==> config.mk <==
export PLATFORM = sky130hd
export DESIGN_NAME = progloader_flat
export DESIGN_NICKNAME = d
export VERILOG_FILES = /design/src/rtl/progloader_if.sv /design/src/rtl/progloader.sv /design/src/flat_wrapper.sv
export SDC_FILE = /design/constraint.sdc
export NUM_CORES = 1
export LEC_CHECK = 0
export CORE_UTILIZATION = 44
export CTS_BUF_LIST = sky130_fd_sc_hd__clkbuf_4 sky130_fd_sc_hd__clkbuf_8
export CTS_CLUSTER_DIAMETER = 60
export DETAILED_ROUTE_END_ITERATION = 8
export PLACE_DENSITY = 0.64
export REMOVE_ABC_BUFFERS = 1
export SYNTH_ARGS = -nofsm -noshare
export SYNTH_HDL_FRONTEND = slang
export SYNTH_SLANG_ARGS = --single-unit
==> constraint.sdc <==
create_clock -name clk -period 3.4 [get_ports clk]
set_clock_uncertainty 0.2 [all_clocks]
set_input_delay 0.68 -clock clk [delete_from_list [all_inputs] [get_ports clk]]
set_output_delay 0.68 -clock clk [all_outputs]
set_load 0.01 [all_outputs]
==> src/rtl/progloader_if.sv <==
// Byte-stream input and instruction-memory write port of the program loader.
// The loader sits on the slave side; the byte source / memory model on the master side.
interface progloader_if;
  logic        in_valid;
  logic [7:0]  in_data;
  logic        in_ready;
  logic [15:0] waddr;
  logic [15:0] wdata;
  logic        we;

  modport slave (
    input  in_valid,
    input  in_data,
    output in_ready,
    output waddr,
    output wdata,
    output we
  );

  modport master (
    output in_valid,
    output in_data,
    input  in_ready,
    input  waddr,
    input  wdata,
    input  we
  );
endinterface

==> src/rtl/progloader.sv <==
// Loads a length-prefixed, XOR-checksummed byte stream into instruction memory, one word per 3 cycles.
// All outputs are registered; in_ready stalls indefinitely on in_valid=0, and drops for the WRITE cycle.
module progloader #(
  parameter logic [15:0] BASE_ADDR = 16'h0000,
  parameter int          MAX_WORDS = 1024
) (
  input  logic        clk,
  input  logic        rst,
  input  logic        start,
  progloader_if.slave bus,
  output logic        cpu_hold,
  output logic        busy,
  output logic        done,
  output logic        err
);

  typedef enum logic [3:0] {
    S_IDLE,
    S_LEN_HI,
    S_LEN_LO,
    S_DATA_HI,
    S_DATA_LO,
    S_WRITE,
    S_CHECK,
    S_DONE,
    S_ERROR
  } state_t;

  state_t      state_q;
  logic [7:0]  len_hi_q;
  logic [15:0] len_q;
  logic [15:0] cnt_q;
  logic [7:0]  hi_q;
  logic [7:0]  csum_q;

  logic        in_ready_q;
  logic        we_q;
  logic [15:0] waddr_q;
  logic [15:0] wdata_q;
  logic        cpu_hold_q;
  logic        busy_q;
  logic        done_q;
  logic        err_q;

  logic        xfer;
  logic [15:0] len_w;
  logic        len_bad;
  logic [15:0] cnt_inc;

  assign xfer    = bus.in_valid && in_ready_q;
  assign len_w   = {len_hi_q, bus.in_data};
  assign len_bad = (len_w == 16'd0) || (32'(len_w) > 32'(MAX_WORDS));
  assign cnt_inc = cnt_q + 16'd1;

  always_ff @(posedge clk or negedge rst) begin
    if (!rst) begin
      state_q    <= S_IDLE;
      len_hi_q   <= 8'd0;
      len_q      <= 16'd0;
      cnt_q      <= 16'd0;
      hi_q       <= 8'd0;
      csum_q     <= 8'd0;
      in_ready_q <= 1'b0;
      we_q       <= 1'b0;
      waddr_q    <= 16'd0;
      wdata_q    <= 16'd0;
      cpu_hold_q <= 1'b1;
      busy_q     <= 1'b0;
      done_q     <= 1'b0;
      err_q      <= 1'b0;
    end else begin
      we_q <= 1'b0;
      case (state_q)
        S_IDLE, S_DONE, S_ERROR: begin
          if (start) begin
            state_q    <= S_LEN_HI;
            done_q     <= 1'b0;
            err_q      <= 1'b0;
            csum_q     <= 8'd0;
            cnt_q      <= 16'd0;
            busy_q     <= 1'b1;
            cpu_hold_q <= 1'b1;
            in_ready_q <= 1'b1;
          end
        end
        S_LEN_HI: begin
          if (xfer) begin
            len_hi_q <= bus.in_data;
            state_q  <= S_LEN_LO;
          end
        end
        S_LEN_LO: begin
          if (xfer) begin
            len_q <= len_w;
            if (len_bad) begin
              state_q    <= S_ERROR;
              err_q      <= 1'b1;
              busy_q     <= 1'b0;
              in_ready_q <= 1'b0;
            end else begin
              state_q <= S_DATA_HI;
            end
          end
        end
        S_DATA_HI: begin
          if (xfer) begin
            hi_q    <= bus.in_data;
            csum_q  <= csum_q ^ bus.in_data;
            state_q <= S_DATA_LO;
          end
        end
        S_DATA_LO: begin
          // The write strobe is raised here so it is visible exactly during WRITE.
          if (xfer) begin
            csum_q     <= csum_q ^ bus.in_data;
            we_q       <= 1'b1;
            waddr_q    <= BASE_ADDR + cnt_q;
            wdata_q    <= {hi_q, bus.in_data};
            in_ready_q <= 1'b0;
            state_q    <= S_WRITE;
          end
        end
        S_WRITE: begin
          cnt_q      <= cnt_inc;
          in_ready_q <= 1'b1;
          state_q    <= (cnt_inc == len_q) ? S_CHECK : S_DATA_HI;
        end
        S_CHECK: begin
          if (xfer) begin
            in_ready_q <= 1'b0;
            busy_q     <= 1'b0;
            if (bus.in_data == csum_q) begin
              done_q     <= 1'b1;
              cpu_hold_q <= 1'b0;
              state_q    <= S_DONE;
            end else begin
              err_q   <= 1'b1;
              state_q <= S_ERROR;
            end
          end
        end
        default: begin
          state_q    <= S_IDLE;
          in_ready_q <= 1'b0;
          busy_q     <= 1'b0;
          cpu_hold_q <= 1'b1;
        end
      endcase
    end
  end

  assign bus.in_ready = in_ready_q;
  assign bus.we       = we_q;
  assign bus.waddr    = waddr_q;
  assign bus.wdata    = wdata_q;
  assign cpu_hold     = cpu_hold_q;
  assign busy         = busy_q;
  assign done         = done_q;
  assign err          = err_q;

  a_done_err_excl: assert property (@(posedge clk) disable iff (!rst) !(done_q && err_q));
  a_no_ready_in_write: assert property (@(posedge clk) disable iff (!rst) !(we_q && in_ready_q));

endmodule

==> src/flat_wrapper.sv <==
// flat-port wrapper written by rule: the top's interface ports become plain ports
module progloader_flat 
#(
  parameter logic [15:0] BASE_ADDR = 16'h0000,
  parameter int          MAX_WORDS = 1024
)
  (clk, rst, start, cpu_hold, busy, done, err, bus_in_valid, bus_in_data, bus_in_ready, bus_waddr, bus_wdata, bus_we);
  progloader_if bus_i ();
  input  logic clk;
  input  logic rst;
  input  logic start;
  output logic cpu_hold;
  output logic busy;
  output logic done;
  output logic err;
  input wire logic [$bits(bus_i.in_valid)-1:0] bus_in_valid;
  input wire logic [$bits(bus_i.in_data)-1:0] bus_in_data;
  output wire logic [$bits(bus_i.in_ready)-1:0] bus_in_ready;
  output wire logic [$bits(bus_i.waddr)-1:0] bus_waddr;
  output wire logic [$bits(bus_i.wdata)-1:0] bus_wdata;
  output wire logic [$bits(bus_i.we)-1:0] bus_we;
  assign bus_i.in_valid = bus_in_valid;
  assign bus_i.in_data = bus_in_data;
  assign bus_in_ready = bus_i.in_ready;
  assign bus_waddr = bus_i.waddr;
  assign bus_wdata = bus_i.wdata;
  assign bus_we = bus_i.we;
  progloader #(.BASE_ADDR(BASE_ADDR), .MAX_WORDS(MAX_WORDS)) u_core (.clk(clk), .rst(rst), .start(start), .bus(bus_i), .cpu_hold(cpu_hold), .busy(busy), .done(done), .err(err));
endmodule
; Word level (Yosys, flattened, before mapping)
; Cells that the tools add are included.
[word_totals]
reg_bits = 98
in_bits = 12
out_inout_bits = 38
wordCells = 102
[op_classes]
add_sub_neg = 1
order_cmp = 1
n_eq_ne = 21
mux = 35
bitwise = 4
reduce_logical = 26
[op_table]
columns = cell, n
row1 = 4-bit 2-to-1 mux, 8
row2 = 16-bit case mux with 2 select lines, 1
row3 = 4-bit case mux with 7 select lines, 1
row4 = "2-bit by 1-bit != test with 1-bit output, second input constant", 9
row5 = "16-bit by 1-bit adder with 16-bit output, second input constant", 1
row6 = 16-bit == test, 1
row7 = "4-bit by 3-bit == test with 1-bit output, second input constant", 4
row8 = "16-bit by 11-bit > comparator with 1-bit output, second input constant", 1
row9 = 16-bit zero test, 1
row10 = 16-bit 2-to-1 mux, 1
row11 = 8-bit 2-to-1 mux, 2
row12 = 8-bit case mux with 2 select lines, 1
row13 = 1-bit 2-to-1 mux, 15
row14 = 6-bit AND reduction, 2
row15 = 2-bit AND reduction, 5
row16 = 5-bit AND reduction, 2
row17 = "4-bit by 2-bit == test with 1-bit output, second input constant", 2
row18 = 8-bit == test, 1
row19 = 4-bit AND reduction, 2
row20 = 8-bit bitwise XOR, 1
row21 = 1-bit case mux with 3 select lines, 2
row22 = 2-bit nonzero test, 3
row23 = 2-bit OR reduction, 3
row24 = 1-bit case mux with 5 select lines, 1
row25 = other kinds (15), 18

; Depth between registers and ports, before layout
[logic_depth]
word_depth = 5
mapped_depth = 8
ltp_nobuf = 7

; Worst setup path before layout
; OpenSTA, ideal clock, no wires.
[synth_timing]
kind = reg-to-reg
startpoint = reg u_core.cnt_q[0]
endpoint = reg u_core.state_q[2]
setup_ps = 68
t_arrival_ps = 2326
required_time_ps = 3132
path_slack_ps = 807
stages_incl_launch_ff = 9
path_buffers = 1
synth_period_minus_slack_ps = 2593
cell_sequence = dfrtp_1 -> ha_1 -> buf_2 -> nand3_1 -> or4_1 -> o32ai_1 -> o22ai_1 -> or4_1 -> nand2_1
[synth_between]
elab_chain_len = 4
[synth_lines]
columns = element, line_no
row1 = start: declaration, progloader.sv:32  ; logic [15:0] cnt_q;
row2 = start signal: assignment, progloader.sv:124  ; cnt_q <= cnt_inc;
row3 = 16-bit by 1-bit adder with 16-bit output, progloader.sv:53  ; assign cnt_inc = cnt_q + 16'd1;
row4 = 16-bit == test, progloader.sv:126  ; state_q <= (cnt_inc == len_q) ? S_CHECK : S_DATA_HI;
row5 = 3-bit 2-to-1 mux, progloader.sv:126
row6 = 4-bit case mux with 7 select lines, progloader.sv:73  ; case (state_q)
row7 = end signal: assignment, progloader.sv:126
row8 = end: declaration, progloader.sv:29  ; state_t state_q;
; No other way between the ends.
; A chain may end at the register's enable or synchronous reset.

; Worst setup path in the final report
[layout_timing]
startpoint = reg u_core.cnt_q[1]
endpoint = reg u_core.state_q[2]
; Same word-level chain as after synthesis.

==> impl_metrics.json <==
{
  "crit_slowest_cell": "or4_1",
  "synth_top_family_by_area": "simple AND/OR/NAND/NOR gates",
  "ant_nets": 0,
  "grt_max_degree": 59,
  "syn_avg_cell_area_um2": 10.8,
  "highest_layer": "met4",
  "cp-end-kind": "flop",
  "die_area_um2": 11500,
  "overflow": 0,
  "antenna_found_initial": 0,
  "hold_path.class": "in -> async",
  "h-tree-depth": 3,
  "cts_made_buffers": 9,
  "seqPwrFrac_pct": 45.3,
  "first_global_vias": 3566,
  "min_period_ns": 2.96,
  "cts.repair.resized": 0,
  "ff_latch_area_um2": 2450,
  "syn-cell-area_um2": 4880,
  "cp_max_fo": 8,
  "layout.nets": 523,
  "dp.final_hpwl_mm": 7.53,
  "synthSimpleGateAreaFrac_pct": 15.2,
  "postLayoutCoreUtil_pct": 53.4,
  "p_per_area_nw_per_um2": 728,
  "area_growth_pct": 18.7,
  "insertion_delay_ns": 0.35,
  "synth-edff-count": 0,
  "grtUsageTotal_pct": 20.3,
  "fin_crit_sh_pct": 87.2,
  "critPathKind": "reg -> reg",
  "setup_viol": 0,
  "ys_ff_latch": 98,
  "power_switching_mw": 1.41,
  "r2r_cells": 7,
  "boundaryPins": 50,
  "power_frac_comb_pct": 37.0,
  "dr.pass1.iters": 4,
  "max_slew.worst_pin.slew_ns": 0.710,
  "timing.fmax_mhz": 337,
  "setup_tns_ns": 0,
  "via_per_inst": 5.56,
  "met1_length_mm": 5.00,
  "crit_arrival_ns": 3.06,
  "diodes": 0,
  "synth_top_flop_cell": "dfrtp_1",
  "drtIter0Drc": 107,
  "p_total_mw": 4.22,
  "io_buffers": 49,
  "num_vias": 3642,
  "syn_inst": 453,
  "clk_pin_slew_ns": 0.09,
  "fp.coreArea_um2": 10800,
  "postCtsSetupBuffers": 0,
  "route.detailed.drc": 0,
  "crit_cells": 7,
  "die_width_um": 107,
  "root_buffer": "clkbuf_8",
  "wl_met2_mm": 5.04,
  "rsz0062_at_grt": "false",
  "holdWs_ns": 0.106,
  "synth_compound_area_share_pct": 11.6,
  "synth_fa_ha_area_share_pct": 0.256,
  "gp_congestion": 0.852,
  "initial_core_util_pct": 45.0,
  "nFillCells": 998,
  "required_ns": 3.50,
  "synth.distinct_cells": 59,
  "cp_common_cell": "or4_1",
  "status": "completed",
  "p_int_mw": 2.81,
  "cts_tree": "built",
  "p_clk_share_pct": 17.7,
  "maxCapViolations": 0,
  "async_reset_ff_share_pct": 100,
  "seq_area_frac_synth_pct": 50.3,
  "power.leakage_nw": 2.44,
  "drive_gt1_share_pct": 21.6,
  "cp-start-kind": "flop",
  "num_rows": 38,
  "path_cells": "ha_1 > nand3_1 > or4_1 > o32ai_1 > o22ai_1 > or4_1 > nand2_1",
  "synth_xor_area_share_pct": 5.03,
  "wl_met3_um": 395,
  "path_delay_family": "simple AND/OR/NAND/NOR gates",
  "hold_violations": 0,
  "ir_drop_mv": 0.406,
  "holdBufCountCts": 0,
  "drt_wl_total_mm": 10.6,
  "cts.path.max_buffers": 2,
  "report.final.slew_viol_count": 0,
  "clkSinkCount": 98,
  "max_slew_margin_pct": 52.7,
  "yosysWarnings": 0,
  "slowest_delay_ns": 0.62,
  "grt_pass1_wl_mm": 18.2,
  "multi_input_area_um2": 2300,
  "chipHeight_um": 107,
  "sw_frac_of_total_pct": 33.4,
  "cp_num_buf_inv": 0,
  "synthMuxAreaShare_pct": 15.0,
  "post_drt_wl_per_cell_um": 16.2
}
-- metal layers --
layer,track usage [%],vias to the layer above
met1,27.5,1809
met3,4.72,10
li1,-,1742
met2,32.8,81
met4,5.28,0
met5,0,-
-- cell usage after synthesis (all sizes together), types with 7 or more instances --
library cell,instances,share of area (%)
o21ai,48,4.9
a21oi,8,0.82
nor4,10,1.5
buf,7,0.92
nor3,8,0.82
dfrtp,97,50
xnor2,15,2.7
o31ai,10,1.5
mux2,65,15
clkbuf,16,1.2
xor2,13,2.3
nand2,43,3.3
nor2,31,2.4
nand3,8,1.1
-- state kept, by name (all words and copies together), names as in the netlist, 4 cells and up --
name / flops
u_core.csum_q: 8
u_core.len_q: 16
u_core.hi_q: 8
u_core.bus.waddr: 16
u_core.len_hi_q: 8
u_core.bus.wdata: 16
u_core.state_q: 4
u_core.cnt_q: 16
-- worst register-to-register path, delay by kind of cell, from the launching register on --
family | cells | cell delay [ns]
adder cells (fa/ha/maj) | 1 | 0.35
AO/OA/AOI/OAI | 2 | 0.38
flip-flops | 1 | 0.46
AND/OR/NAND/NOR | 4 | 1.52
-- path summary, 6_finish.rpt --
| path | startpoint | end | slack (ns) |
|---|---|---|---|
| max | u_core.cnt_q[1]$_DFFE_PN0P_ | u_core.state_q[2]$_DFFE_PN0P_ | 0.44 |
| min | rst | u_core.bus.waddr[13]$_DFFE_PN0P_ | 0.11 |
| max reg2reg | u_core.cnt_q[1]$_DFFE_PN0P_ | u_core.state_q[2]$_DFFE_PN0P_ | 0.44 |
| min reg2reg | u_core.err$_DFFE_PN0P_ | u_core.err$_DFFE_PN0P_ | 0.29 |
| max in group asynchronous | rst | u_core.cpu_hold$_DFFE_PN1P_ | 2.17 |
| min in group clk | u_core.err$_DFFE_PN0P_ | u_core.err$_DFFE_PN0P_ | 0.29 |
-- area by class of cell --
cell class / count / area share, %
multi-input combinational: 326 / 39.7
inverter: 6 / 0.389
tap: 140 / 3.02
clock buffer: 9 / 2.14
timing repair buffer: 69 / 11.2
clock inverter: 7 / 1.19
sequential: 98 / 42.4
-- power by group through the flow --
stage	combinational (mW)	sequential (mW)	clock, mW
after floorplan	0.881	1.94	0
after global placement	1.54	1.92	0
after detailed placement	1.57	1.94	0
after CTS	1.58	1.91	0.775
after global routing	1.73	1.98	0.816
final	1.56	1.91	0.745
-- cells by family (layout without fill, tap and decap cells) --
group	after synthesis	count (layout)
multiplexers	65	65
adder cells (fa/ha/maj)	1	1
AO/OA/AOI/OAI	92	92
flip-flops	98	98
XOR/XNOR	28	28
AND/OR/NAND/NOR	140	140
buffers and inverters	29	91
-- placed cells by master, fill, tap and decap left out, types with 3 or more instances in the layout --
cell,synthesis,layout
dfrtp_1,97,97
mux2_2,65,65
o21ai_0,48,48
clkdlybuf4s50_1,0,48
nand2_1,43,43
nor2_1,31,31
buf_4,2,20
xnor2_1,15,15
xor2_1,13,13
o31ai_1,10,10
clkbuf_8,0,9
nor3_1,8,8
nor4_1,8,8
a21oi_1,8,8
nand3_1,7,7
inv_1,6,6
nand2b_1,5,5
or3_1,5,5
or4_1,5,5
nor2b_1,4,4
a31oi_1,4,4
nor3b_1,4,4
and3_1,3,3
nand4_1,3,3
clkinv_2,0,3
-- metrics by stage --
| stage | instance area (µm²) | cells | setup slack, ns |
|---|---|---|---|
| after floorplan | 4770 | 430 | 0.798 |
| after detailed placement | 5600 | 639 | 0.188 |
| final | 5790 | 655 | 0.436 |
| after global routing | 5790 | 655 | 0.239 |
| after CTS | 5790 | 655 | 0.430 |
| after global placement | 5600 | 639 | 0.260 |
Power figures use the tool's default switching activity.
